$ cat src/rtl/cycle_counter_pkg.sv
// Mode encodings and mode-decode helpers shared by the cycle_counter slice.
// Optional prescaler is enabled with CYCLE_COUNTER_PRESCALE_EN (see cycle_counter.sv).
package cycle_counter_pkg;

  localparam logic [1:0] CNT_MODE_PUP = 2'b00;
  localparam logic [1:0] CNT_MODE_PDN = 2'b01;
  localparam logic [1:0] CNT_MODE_OUP = 2'b10;
  localparam logic [1:0] CNT_MODE_ODN = 2'b11;

  function automatic logic is_down(input logic [1:0] mode);
    return mode[0];
  endfunction

  function automatic logic is_oneshot(input logic [1:0] mode);
    return mode[1];
  endfunction

endpackage

$ cat src/rtl/cycle_counter_prescaler.sv
// Enable prescaler for cycle_counter: emits tick on the enabled cycle where the count reaches presc.
// Only compiled when CYCLE_COUNTER_PRESCALE_EN is defined.
`ifdef CYCLE_COUNTER_PRESCALE_EN
module cnt_prescaler #(
  parameter int PRESC_W = 4
) (
  input  logic               clk,
  input  logic               clr,
  input  logic               en,
  input  logic [PRESC_W-1:0] presc,
  output logic               tick
);

  logic [PRESC_W-1:0] cnt_q;
  logic [PRESC_W-1:0] cnt_d;

  // >= rather than == so lowering presc below the running count fires at once
  assign tick = en && (cnt_q >= presc);

  always_comb begin
    cnt_d = cnt_q;
    if (clr)       cnt_d = '0;
    else if (tick) cnt_d = '0;
    else if (en)   cnt_d = cnt_q + PRESC_W'(1);
  end

  always_ff @(posedge clk) begin
    cnt_q <= cnt_d;
  end

endmodule
`endif

$ cat src/rtl/cycle_counter.sv
// Multi-mode up/down, periodic/one-shot cycle counter with tc pulse and sticky done.
// Define CYCLE_COUNTER_PRESCALE_EN to add the presc input and enable prescaler.
module cycle_counter
  import cycle_counter_pkg::*;
#(
  parameter int WIDTH  = 8,
  parameter int RELOAD = 2
`ifdef CYCLE_COUNTER_PRESCALE_EN
  ,
  parameter int PRESC_W = 4
`endif
) (
  input  logic             clk,
  input  logic             rst,
  input  logic             en,
  input  logic             clear,
  input  logic             load,
  input  logic [WIDTH-1:0] load_val,
  input  logic [WIDTH-1:0] max,
  input  logic [1:0]       mode,
`ifdef CYCLE_COUNTER_PRESCALE_EN
  input  logic [PRESC_W-1:0] presc,
`endif
  output logic [WIDTH-1:0] val,
  output logic             tc,
  output logic             done
);

  localparam logic [WIDTH-1:0] RELOAD_V = WIDTH'(RELOAD);

  logic [WIDTH-1:0] val_q, val_d;
  logic             tc_q, tc_d;
  logic             done_q, done_d;
  logic             advance;

`ifdef CYCLE_COUNTER_PRESCALE_EN
  logic presc_tick;

  cnt_prescaler #(.PRESC_W(PRESC_W)) u_presc (
    .clk   (clk),
    .clr   (rst | clear | load),
    .en    (en),
    .presc (presc),
    .tick  (presc_tick)
  );

  assign advance = presc_tick;
`else
  assign advance = en;
`endif

  logic [WIDTH-1:0] val_inc, val_dec;
  logic             up_hit, dn_hit;

  // up_hit is checked before val_inc is used, so max=all-ones never overflows
  assign val_inc = val_q + WIDTH'(1);
  assign val_dec = val_q - WIDTH'(1);
  assign up_hit  = (val_q >= max);
  assign dn_hit  = (val_q == '0);

  always_comb begin
    val_d  = val_q;
    tc_d   = 1'b0;
    done_d = done_q;
    if (clear) begin
      val_d  = '0;
      done_d = 1'b0;
    end else if (load) begin
      val_d  = load_val;
      done_d = 1'b0;
    end else if (advance) begin
      if (!is_oneshot(mode)) begin
        if (!is_down(mode)) begin
          if (!up_hit) val_d = val_inc;
          else begin
            val_d = RELOAD_V;
            tc_d  = 1'b1;
          end
        end else begin
          if (!dn_hit) val_d = val_dec;
          else begin
            val_d = max;
            tc_d  = 1'b1;
          end
        end
      end else if (!is_down(mode)) begin
        if (!up_hit) begin
          val_d = val_inc;
          if (val_inc == max) begin
            tc_d   = 1'b1;
            done_d = 1'b1;
          end
        end else if (!done_q) begin
          tc_d   = 1'b1;
          done_d = 1'b1;
        end
      end else begin
        if (!dn_hit) begin
          val_d = val_dec;
          if (val_dec == '0) begin
            tc_d   = 1'b1;
            done_d = 1'b1;
          end
        end else if (!done_q) begin
          tc_d   = 1'b1;
          done_d = 1'b1;
        end
      end
    end
  end

  always_ff @(posedge clk) begin
    if (rst) begin
      val_q  <= '0;
      tc_q   <= 1'b0;
      done_q <= 1'b0;
    end else begin
      val_q  <= val_d;
      tc_q   <= tc_d;
      done_q <= done_d;
    end
  end

  assign val  = val_q;
  assign tc   = tc_q;
  assign done = done_q;

endmodule

$ cat config.mk
export PLATFORM = sky130hd
export DESIGN_NAME = cycle_counter
export DESIGN_NICKNAME = d
export VERILOG_FILES = /design/src/rtl/cycle_counter_pkg.sv /design/src/rtl/cycle_counter_prescaler.sv /design/src/rtl/cycle_counter.sv
export SDC_FILE = /design/constraint.sdc
export NUM_CORES = 1
export LEC_CHECK = 0
export CAP_MARGIN = 30
export CELL_PAD_IN_SITES_DETAIL_PLACEMENT = 1
export CELL_PAD_IN_SITES_GLOBAL_PLACEMENT = 2
export CORE_MARGIN = 2
export CORE_UTILIZATION = 29
export CTS_CLUSTER_DIAMETER = 120
export DETAILED_ROUTE_END_ITERATION = 10
export MAX_ROUTING_LAYER = met4
export PLACE_DENSITY_LB_ADDON = 0.3
export SYNTH_ARGS = -nofsm -noshare
export SYNTH_HDL_FRONTEND = slang
export SYNTH_HIERARCHICAL = 1
export SYNTH_SLANG_ARGS = --single-unit
$ cat constraint.sdc
create_clock -name clk -period 3.4 [get_ports clk]
set_input_delay 0.68 -clock clk [delete_from_list [all_inputs] [get_ports clk]]
set_output_delay 0.68 -clock clk [all_outputs]
set_load 0.05 [all_outputs]
==> results.txt <==
DR iter-0 viols - 46
P_leak - 0.799 nW
Power Dens Cells - 262 nW/um2
fmax - 320 MHz
status - finished clean
CTS sink count - 10
FF+latch count, synth - 10
Design Area, Final - 1890 um2
critical path type - primary input to flop
Initial Utilization - 0.306
worst path arrival time - 3240 ps
cts hold-fix bufs - 0
post-CTS sizing - 0
ANT nets after route - 0
critical path peak fanout - 5
total CTS buffers - 3
Synth Warn # - 6
Worst Tran Pin Value - 677 ps
maxcap violations - 0
fin crit share - 0.918
Synth Instances - 183
Die ar. - 5630 um2
Overflow after GRT - 0
core area - 4790 um2
largest net degree at the start of global routing - 18
DR vias/cell - 5.49
WL final - 4950 um
H-Tree Depth - 1
setup repair after global routing missed its margin - false
GP Congestion - 0.852
Top Ports - 33
vias in the first global route - 1622
Wirelength per Cell - 17.7 um
Max-slew headroom - 0.542
die height - 75.1 um
Min Clock Period, post-route - 3120 ps
Fin Clk Skew - 2.41 ps
first-pass GRT wire length - 8090 um
Peak VDD IR - 132 uV
DR vias - 1531
share of post-route cells with drive strength above 1 - 0.0991
Hold WC Path Type - flop to flop
Setup TNS Final - 0 ps
DRC violations left - 0
CTS max path bufs - 2
Clock Tree Root - clkbuf_8
Mean Syn Cell Area - 8.00 um2
clock latency on the worst-skew pair - 240 ps
Req. time, crit path - 3520 ps
Yosys cell types - 58
hpwl dp - 3950 um
die outline width - 75.1 um
DP Area - 1840 um2
FFs w/ async S/R, synth - 0
Inserted Diodes - 0
port bufs - 32
Worst-path clk slew - 50 ps
Post-Syn Nets - 218
CTS tree - yes
Startpoint Class - primary input
Seq/Total Area, Yosys - 0.137
Final Setup Violations - 0
Post-CTS Setup Inserts - 0
Final #Nets - 249
Layout area overhead - 28.8%
DR pass1 iterations - 4
Mapped Area - 1460 um2
Rows - 25
most common flop cell mapped by yosys - dfxtp_1
Post-synth EDFFs - 0
final hold violations - 0
crit end category - flop
antenna violations before repair - 0
GRT Util Overall - 0.197
Slew Viols, Final - 0
## cell usage after synthesis, drive strengths merged, types with 3 or more instances
cell / instances / area, um2
a21oi: 13 / 65.1
ha: 12 / 150
nor3: 9 / 56.3
a221o: 5 / 51.3
inv: 15 / 56.3
nand2b: 3 / 18.8
xor2: 5 / 43.8
o21ai: 13 / 65.1
clkbuf: 6 / 22.5
buf: 8 / 61.3
xnor3: 5 / 114
nor2: 8 / 30.0
o2bb2ai: 3 / 26.3
dfxtp: 10 / 200
and3: 4 / 25.0
nand3: 5 / 25.0
nand4: 3 / 18.8
mux2i: 3 / 30.0
xnor2: 6 / 52.6
nand2: 10 / 37.5
## final cells by class
class / count / area, um2
Clock buffer: 3 / 41.3
Fill cell: 581 / 2900
Inverter: 15 / 56.3
Multi-Input combinational cell: 144 / 1120
Sequential cell: 10 / 200
Tap cell: 67 / 83.8
Timing Repair Buffer: 40 / 380
## flip-flops by register name, indices dropped and copies added (netlist names)
name / flops
val: 8
tc: 1
done: 1
## worst paths after layout
| path | slack [ps] | endpoint | cells after the start | from |
|---|---|---|---|---|
| worst max register to register | 750 | val[4] | 7 | val[2] |
| worst min register to register | 450 | done | 2 | done |
| worst min-delay path | 450 | done | 2 | done |
| worst max-delay path | 280 | val[4] | 8 | max[0] |
## power by group
| group | internal [mW] | switching, mW | total, mW |
|---|---|---|---|
| Combinational | 0.109 | 0.126 | 0.235 |
| Clock | 0.0777 | 0.0478 | 0.126 |
| Sequential | 0.123 | 0.0120 | 0.135 |
| Total | 0.309 | 0.186 | 0.495 |
## worst max-delay path, cell delays in order
cell             delay (ps)
clkdlybuf4s50_1         470
ha_1                    340
nand2b_1                150
a2111o_1                450
a211oi_1                320
o21ai_1                 170
and2_1                  250
a221o_2                 410
## metal layers
layer	part of all wire	track usage	vias to the layer above
met5	0	-	-
met1	0.47	0.253	742
li1	-	-	739
met2	0.48	0.321	44
met3	0.043	0.0321	6
met4	0.014	0.0516	0
## through the flow
step	setup slack [ps]	power [mW]	std cells	util	hold WS, ps
floorplan	242	0.291	183	-	664
global placement	111	0.365	276	0.385	445
detailed placement	34.8	0.369	276	0.385	453
CTS	279	0.499	279	0.394	459
global route	116	0.527	279	0.394	503
finish	280	0.495	279	0.394	454
## cell usage in the layout (no fill, tap or decap), drive strengths merged, types with 4 or more instances in the layout
cell type,n
a21oi,13
a221o,5
and3,4
buf,8
clkdlybuf4s50,32
dfxtp,10
ha,12
inv,15
nand2,10
nand3,5
nor2,8
nor3,9
o21ai,13
xnor2,6
xnor3,5
xor2,5
## cell families (layout without fill, tap and decap cells)
logic type | count (synthesis) | in the layout | share of synthesized area
DFF | 10 | 10 | 0.137
xor gates and xnor gates | 16 | 16 | 0.144
adders and majority gates | 12 | 12 | 0.103
muxes | 3 | 3 | 0.0205
AOI/OAI and AO/OA | 59 | 59 | 0.291
and+or+nand+nor | 54 | 54 | 0.209
buffers and inverters | 29 | 58 | 0.0957
(Power assumes the default switching activity.)
